[src/rtl/wb_pkg.sv]
// Shared Wishbone widths, arbiter state encoding, request payload and round-robin helpers.
package wb_pkg;

  localparam int unsigned ADR_W     = 32;
  localparam int unsigned DAT_W     = 32;
  localparam int unsigned SEL_W     = 4;
  localparam int unsigned MAX_M     = 8;
  localparam int unsigned MAX_IDX_W = 3;

  typedef enum logic [1:0] {
    IDLE    = 2'd0,
    GRANTED = 2'd1,
    TIMEOUT = 2'd2
  } state_e;

  typedef struct packed {
    logic             we;
    logic [ADR_W-1:0] adr;
    logic [SEL_W-1:0] sel;
    logic [DAT_W-1:0] dat;
  } wb_req_t;

  // First requester strictly after `last`, wrapping modulo n; 0 when nobody requests.
  function automatic logic [MAX_IDX_W-1:0] rr_next(input logic [MAX_M-1:0]     req,
                                                   input logic [MAX_IDX_W-1:0] last,
                                                   input int unsigned          n);
    logic [MAX_IDX_W-1:0] sel;
    logic                 found;
    int unsigned          idx;
    sel   = '0;
    found = 1'b0;
    for (int unsigned k = 1; k <= MAX_M; k++) begin
      idx = (32'(last) + k) % n;
      if (!found && (k <= n) && req[MAX_IDX_W'(idx)]) begin
        sel   = MAX_IDX_W'(idx);
        found = 1'b1;
      end
    end
    return sel;
  endfunction

  function automatic logic [MAX_IDX_W-1:0] onehot_to_idx(input logic [MAX_M-1:0] oh);
    logic [MAX_IDX_W-1:0] idx;
    idx = '0;
    for (int unsigned i = 0; i < MAX_M; i++) begin
      if (oh[i]) idx = MAX_IDX_W'(i);
    end
    return idx;
  endfunction

endpackage

[src/rtl/rr_select.sv]
// Combinational round-robin picker: one-hot grant to the first requester after `last`.
module rr_select
  import wb_pkg::*;
#(
  parameter int unsigned N     = 2,
  parameter int unsigned IDX_W = $clog2(N)
) (
  input  logic [N-1:0]     req,
  input  logic [IDX_W-1:0] last,
  output logic [N-1:0]     gnt
);

  logic [MAX_IDX_W-1:0] w_idx;

  always_comb begin
    w_idx = rr_next(MAX_M'(req), MAX_IDX_W'(last), N);
    gnt   = (|req) ? N'(N'(1) << w_idx) : '0;
  end

endmodule

[src/rtl/wb_arbiter.sv]
// Round-robin Wishbone classic arbiter with cycle-long grant lock and a stalled-strobe watchdog.
module wb_arbiter
  import wb_pkg::*;
#(
  parameter int unsigned NUM_MASTERS    = 2,
  parameter int unsigned TIMEOUT_CYCLES = 255
) (
  input  logic                         clk_i,
  input  logic                         rst_ni,
  input  logic [NUM_MASTERS-1:0]       m_cyc_i,
  input  logic [NUM_MASTERS-1:0]       m_stb_i,
  input  logic [NUM_MASTERS-1:0]       m_we_i,
  input  logic [ADR_W*NUM_MASTERS-1:0] m_adr_i,
  input  logic [SEL_W*NUM_MASTERS-1:0] m_sel_i,
  input  logic [DAT_W*NUM_MASTERS-1:0] m_dat_i,
  output logic [DAT_W-1:0]             m_dat_o,
  output logic [NUM_MASTERS-1:0]       m_ack_o,
  output logic [NUM_MASTERS-1:0]       m_err_o,
  output logic [NUM_MASTERS-1:0]       m_rty_o,
  output logic                         s_cyc_o,
  output logic                         s_stb_o,
  output logic                         s_we_o,
  output logic [ADR_W-1:0]             s_adr_o,
  output logic [SEL_W-1:0]             s_sel_o,
  output logic [DAT_W-1:0]             s_dat_o,
  input  logic [DAT_W-1:0]             s_dat_i,
  input  logic                         s_ack_i,
  input  logic                         s_err_i,
  input  logic                         s_rty_i,
  output logic [NUM_MASTERS-1:0]       grant_o
);

  localparam int unsigned IDX_W   = $clog2(NUM_MASTERS);
  localparam int unsigned CNT_W   = (TIMEOUT_CYCLES == 0) ? 1 : $clog2(TIMEOUT_CYCLES + 1);
  localparam bit          WDOG_EN = (TIMEOUT_CYCLES != 0);

  state_e                 r_state;
  state_e                 w_state_nxt;
  logic [NUM_MASTERS-1:0] r_grant;
  logic [IDX_W-1:0]       r_last;
  logic [CNT_W-1:0]       r_wdog;
  logic [NUM_MASTERS-1:0] w_rr_gnt;
  logic [IDX_W-1:0]       w_rr_idx;
  wb_req_t                w_req;
  logic                   w_cyc_g;
  logic                   w_stb_g;
  logic                   w_term;
  logic                   w_stall;
  logic                   w_fire;

  rr_select #(
    .N     (NUM_MASTERS),
    .IDX_W (IDX_W)
  ) u_rr_select (
    .req  (m_cyc_i),
    .last (r_last),
    .gnt  (w_rr_gnt)
  );

  assign w_rr_idx = IDX_W'(onehot_to_idx(MAX_M'(w_rr_gnt)));

  // While a grant is held r_last is the granted master's index.
  always_comb begin
    w_cyc_g    = m_cyc_i[r_last];
    w_stb_g    = m_stb_i[r_last];
    w_req.we   = m_we_i[r_last];
    w_req.adr  = m_adr_i[32'(r_last)*ADR_W +: ADR_W];
    w_req.sel  = m_sel_i[32'(r_last)*SEL_W +: SEL_W];
    w_req.dat  = m_dat_i[32'(r_last)*DAT_W +: DAT_W];
  end

  assign w_term  = s_ack_i | s_err_i | s_rty_i;
  assign w_stall = (r_state == GRANTED) && w_stb_g && !w_term;
  assign w_fire  = WDOG_EN && w_stall && (r_wdog == CNT_W'(TIMEOUT_CYCLES));

  always_ff @(posedge clk_i or negedge rst_ni) begin
    if (!rst_ni) r_state <= IDLE;
    else         r_state <= w_state_nxt;
  end

  always_comb begin
    w_state_nxt = r_state;
    s_cyc_o     = 1'b0;
    s_stb_o     = 1'b0;
    s_we_o      = 1'b0;
    s_adr_o     = '0;
    s_sel_o     = '0;
    s_dat_o     = '0;
    m_ack_o     = '0;
    m_err_o     = '0;
    m_rty_o     = '0;
    case (r_state)
      IDLE: begin
        if (|m_cyc_i) w_state_nxt = GRANTED;
      end
      GRANTED: begin
        s_cyc_o = w_cyc_g;
        s_stb_o = w_stb_g;
        s_we_o  = w_req.we;
        s_adr_o = w_req.adr;
        s_sel_o = w_req.sel;
        s_dat_o = w_req.dat;
        m_ack_o = NUM_MASTERS'(NUM_MASTERS'(s_ack_i) << r_last);
        m_err_o = NUM_MASTERS'(NUM_MASTERS'(s_err_i) << r_last);
        m_rty_o = NUM_MASTERS'(NUM_MASTERS'(s_rty_i) << r_last);
        if (!w_cyc_g)    w_state_nxt = IDLE;
        else if (w_fire) w_state_nxt = TIMEOUT;
      end
      TIMEOUT: begin
        s_we_o      = w_req.we;
        s_adr_o     = w_req.adr;
        s_sel_o     = w_req.sel;
        s_dat_o     = w_req.dat;
        m_err_o     = NUM_MASTERS'(NUM_MASTERS'(1) << r_last);
        w_state_nxt = w_cyc_g ? GRANTED : IDLE;
      end
      default: w_state_nxt = IDLE;
    endcase
  end

  // Grant capture, round-robin pointer and watchdog counter.
  always_ff @(posedge clk_i or negedge rst_ni) begin
    if (!rst_ni) begin
      r_grant <= '0;
      r_last  <= IDX_W'(NUM_MASTERS - 1);
      r_wdog  <= '0;
    end else begin
      if ((r_state == IDLE) && (w_state_nxt == GRANTED)) begin
        r_grant <= w_rr_gnt;
        r_last  <= w_rr_idx;
      end else if (w_state_nxt == IDLE) begin
        r_grant <= '0;
      end
      if (!WDOG_EN || !w_stall || (w_state_nxt != r_state)) r_wdog <= '0;
      else                                                   r_wdog <= r_wdog + CNT_W'(1);
    end
  end

  assign grant_o = r_grant;
  assign m_dat_o = s_dat_i;

endmodule
[config.mk]
export PLATFORM = sky130hd
export DESIGN_NAME = wb_arbiter
export DESIGN_NICKNAME = d
export VERILOG_FILES = /design/src/rtl/wb_pkg.sv /design/src/rtl/rr_select.sv /design/src/rtl/wb_arbiter.sv
export SDC_FILE = /design/constraint.sdc
export NUM_CORES = 1
export LEC_CHECK = 0
export CORE_AREA = 2 2 113 115
export CTS_BUF_LIST = sky130_fd_sc_hd__clkbuf_8
export DETAILED_ROUTE_END_ITERATION = 16
export DIE_AREA = 0 0 115 117
export MAX_ROUTING_LAYER = met4
export SLEW_MARGIN = 10
export SYNTH_ARGS = -nofsm -noshare
export SYNTH_HDL_FRONTEND = slang
export SYNTH_HIERARCHICAL = 1
export SYNTH_SLANG_ARGS = --single-unit
export TNS_END_PERCENT = 5
[constraint.sdc]
create_clock -name clk_i -period 4.33 [get_ports clk_i]
set_input_delay 1.0825 -clock clk_i [delete_from_list [all_inputs] [get_ports clk_i]]
set_output_delay 1.0825 -clock clk_i [all_outputs]
set_load 0.05 [all_outputs]
# After elaboration in Yosys (flattened, before gate mapping)
# Cells that the tools add are included.
# op_classes
addsub	3
order_cmp	3
eq_ne	5
shift	8
n_mux	32
bitwise_logic	2
reduce_logical	14
# op_table
operator	count
64-bit by 7-bit variable part select with 32-bit output	2
32-bit two-way mux	2
1-bit two-way mux	17
2-bit two-way mux	8
8-bit by 1-bit adder with 8-bit output (second input constant)	1
8-bit == test (second input constant)	1
1-bit by 4-bit < comparator with 1-bit output (second input constant)	2
8-bit two-way mux	1
8-bit by 4-bit variable part select with 4-bit output	1
2-bit case mux with 3 select lines	1
1-bit by 1-bit left shift with 2-bit output	3
1-bit logical AND	5
2-bit by 1-bit == test with 1-bit output (second input constant)	2
2-bit logical NOT	2
4-bit two-way mux	1
2-bit case mux with 2 select lines	1
2-bit OR reduction	2
1-bit logical NOT	3
3-bit two-way mux	1
1-bit by 3-bit left shift with 2-bit output (first input constant)	1
1-bit adder (second input constant)	2
2-bit == test (second input constant)	1
1-bit by 2-bit < comparator with 1-bit output (second input constant)	1
2-bit != test	1
other kinds (4)	5
# totals
register_bits	13
inputBits	179
output_inout_bits	111
wordCells	71

# Logic depth before layout (Yosys ltp)
# logic_depth
depth_word	11
ltp_mapped	9
ltp_nobuf	8

# By module
# The synthesis kept the hierarchy.
# modules_own_cells
module	instances	cells_per_inst	area_each_um2	seq_area_each_um2
wb_arbiter	1	273	2290.9	326.6
rr_select	1	3	18.8	0.0

# Least setup slack after synthesis
# No wires, ideal clock.
# synth_timing
kind	flip-flop to output port
from	reg r_last
to	out s_adr_o[0]
arrival_ps	2374
required_time_ps	3248
slack_ps	873
path_stages_with_launch	6
n_path_buf	3
path_cell_list	dfstp_2 clkbuf_1 clkbuf_1 clkbuf_1 mux2i_1 nor2b_1
# synth_between
elab_chain_len	2
# synth_lines
item	line	source
start, declared	wb_arbiter.sv:40	logic [IDX_W-1:0] r_last;
start signal, assigned	wb_arbiter.sv:125	r_last <= IDX_W'(NUM_MASTERS - 1);
start signal, assigned	wb_arbiter.sv:130	r_last <= w_rr_idx;
64-bit by 7-bit variable part select with 32-bit output	wb_arbiter.sv:67	w_req.adr = m_adr_i[32'(r_last)*ADR_W +: ADR_W];
32-bit two-way mux	wb_arbiter.sv:92	case (r_state)
end, declared	wb_arbiter.sv:23	output logic [ADR_W-1:0] s_adr_o,
# Every way passes these cells.

# Worst setup path after layout
# layout_timing
from	in m_stb_i[0]
to	out s_stb_o
# layout_between
elab_chain_len	3
# layout_lines
item	line	source
start, declared	wb_arbiter.sv:11	input logic [NUM_MASTERS-1:0] m_stb_i,
1-bit two-way mux (not written as such) (2 in a row)	wb_arbiter.sv:65	w_stb_g = m_stb_i[r_last];
1-bit two-way mux	wb_arbiter.sv:92	
end, declared	wb_arbiter.sv:21	output logic s_stb_o,
# Every way passes these cells. The select of a mux whose other input is x is not followed.

==> results.yml <==
synth:
  synth.lib_cells_used.distinct: 41
  post-synth-top-area-cell: "mux2i_1"
  post_synth_edffs: 0
  syn_nets: 460
  total_of_flip_flops_plus_latches_after_synthesis: 13
  post_synthesis_average_cell_area_um2: 8.37
  post_synth_instance_area_um2: 2310
  synth_async_sr_flop_share_pct: 100
  ys_flop_type: "dfrtp_1"
  post_synth_inst_count: 276
  synth.top_cells.by_area: "mux2i_1 30%, nor2b_1 19%, dfrtp_1 13%"
  synth_sequential_area_ratio_pct: 14.1
  synth.top_cell.area_share_pct: 30.3
  synthesis.yosys.warnings: 6
finish:
  final_layout_size_suffix_gt1_share_pct: 13.5
  final_net_count: 644
  layout-area-overhead-vs-synth_pct: 92.0
  layout_commonest_cell: "clkdlybuf4s50_1"
  n_antenna_cell: 0
  nFillCells: 1281
  mostFrequentLayoutCells: "185 x clkdlybuf4s50_1, 70 x mux2i_1, 70 x nor2b_1"
power_and_ir_drop:
  worst_ir_drop_on_vdd_mv: 0.431
  cellPowerDensity_nw_per_um2: 647
  power_leakage_nw: 1.84
  power_mw: 2.87
routing:
  drt-vias-per-instance: 4.18
  avgRoutedWirePerCell_um: 15.4
  vias: 2543
  detail_route.first_pass.iterations: 2
  postRouteAntennaNets: 0
  wl_mm: 9.39
  drt_iter0_drc: 84
  drt_drc_violations_left: 0
timing:
  report.final.hold_viol_count: 0
  finalSetupViolCount: 0
  timing.hold.ws_ps: 476
  worst_slew_pin_slew_ps: 688
  total_negative_setup_slack_ps: 0
  unrepaired_setup_endpoints_after_global_routing: "false"
  slew-limit-headroom_pct: 54.1
  final-max-slew-violation-count: 0
  period_minus_slack_ps: 3730
  finClkSkew_ps: 3.64
  timing.final.crit_share_pct: 86.1
  fmax_mhz: 268
clock_tree:
  hold_buffers: 0
  cts_repair_resize_count: 0
  total_setup_buffers_inserted_after_cts: 0
  clock_tree.root_cell: "clkbuf_8"
  cts_tree: "done"
  cts.clk_slew.worst_paths_ps: 50
  cts_htree_levels: 1
  cts.path.max_buffers: 2
  worstSkewPairLatency_ps: 240
  cts.sink_count: 13
  cts_buffers: 3
grt:
  track_usage_pct: 13.2
  grt_max_degree: 49
  vias_in_the_first_global_route: 2567
  antenna_found_initial: 0
  grt_first_pass_wirelength_mm: 13.5
  grt_overflow: 0
place:
  post-dp-hpwl_mm: 8.12
  place.port_buffers: 225
  place_congestion: 0.872
critical_path:
  crit_path_start_kind: "input port"
  worstPathMaxFanout: 3
  crit_required_ps: 3250
  critPathArrivalTime_ps: 2640
  ff_to_ff_path_depth: 6
  endpoint_kind: "output pin"
  critical_path_class: "in -> out"
die:
  floorplan.io_pins: 290
  placementRows: 41
  core_region_area_um2: 12300
  die_h_um: 117
  die-width_um: 115
  floorplan.initialDensity_pct: 18.8
  dieArea_um2: 13500
min_path:
  min_delay_path_depth: 1
  hold_path_class: "reg -> reg"
outcome:
  run_status: "finished clean"
flow_run:
  cap_viol_max_count: 0
[final timing paths]
kind                       startpoint         to  slack (ps)
min                         r_wdog[0]  r_wdog[0]         480
max reg2reg                    r_last     r_last        1400
max in group asynchronous      rst_ni  r_wdog[0]        2730
min in group asynchronous      rst_ni  r_wdog[7]        1220
min reg2reg                 r_wdog[0]  r_wdog[0]         480
max                        m_stb_i[0]    s_stb_o         600
[flip-flops by register name (all words and copies together), names as in the netlist]
signal   cells
r_state      2
r_wdog       8
r_last       1
grant_o      2
[report_power, final]
part	internal (mW)	leakage (nW)	switching, mW	total (mW)
Sequential	0.149	0.176	0.114	0.263
Clock	0.0626	0.0269	0.0429	0.105
Combinational	0.942	1.63	1.56	2.50
[per-stage QoR]
step / std cells / setup slack [ps] / area, µm² / utilization (%)
floorplan: 276 / 873 / 2310 / -
global placement: 605 / 627 / 4390 / 35.7
detailed placement: 605 / 605 / 4390 / 35.7
CTS: 609 / 597 / 4430 / 36.0
global route: 609 / 542 / 4430 / 36.0
finish: 609 / 604 / 4430 / 36.0
[area by class of cell]
class	count	area, µm²	area share [%]
Sequential cell	13	330	7.45
Tap cell	150	188	4.23
Timing Repair Buffer	228	2200	49.6
Multi-Input combinational cell	209	1650	37.3
Inverter	5	18.8	0.423
Clock buffer	3	41.3	0.931
Clock inverter	1	3.75	0.0847
[layer usage]
layer | GRT usage (%) | wire, µm | vias to the layer above
met5 | - | 0 | -
met4 | 2.09 | 85 | 0
met3 | 4.33 | 833 | 8
met2 | 23.7 | 5010 | 137
met1 | 14.4 | 3460 | 1127
li1 | - | - | 1271
[critical path, stage by stage]
cell,delay (ps)
clkdlybuf4s50_1,470
mux2i_1,120
nor2b_1,160
clkdlybuf4s50_1,810
[cell usage after synthesis (4+ instances only)]
cell type  instances
dfrtp_1           12
mux2i_1           70
nand2_1            7
nor2_1             9
buf_4             32
ha_1               5
a21oi_2            6
nand3_1            4
inv_1              5
nor2b_1           70
clkbuf_1          15
[kinds of logic after synthesis]
logic type                 after synthesis  synth area share, %
xor gates and xnor gates                 6                 2.28
and+or+nand+nor                        102                 26.4
adders and majority gates                5                 2.71
muxes                                   73                 31.8
buffers and inverters                   54                 14.3
AOI/OAI and AO/OA                       23                 8.34
DFF                                     13                 14.1
(Power assumes the default switching activity.)
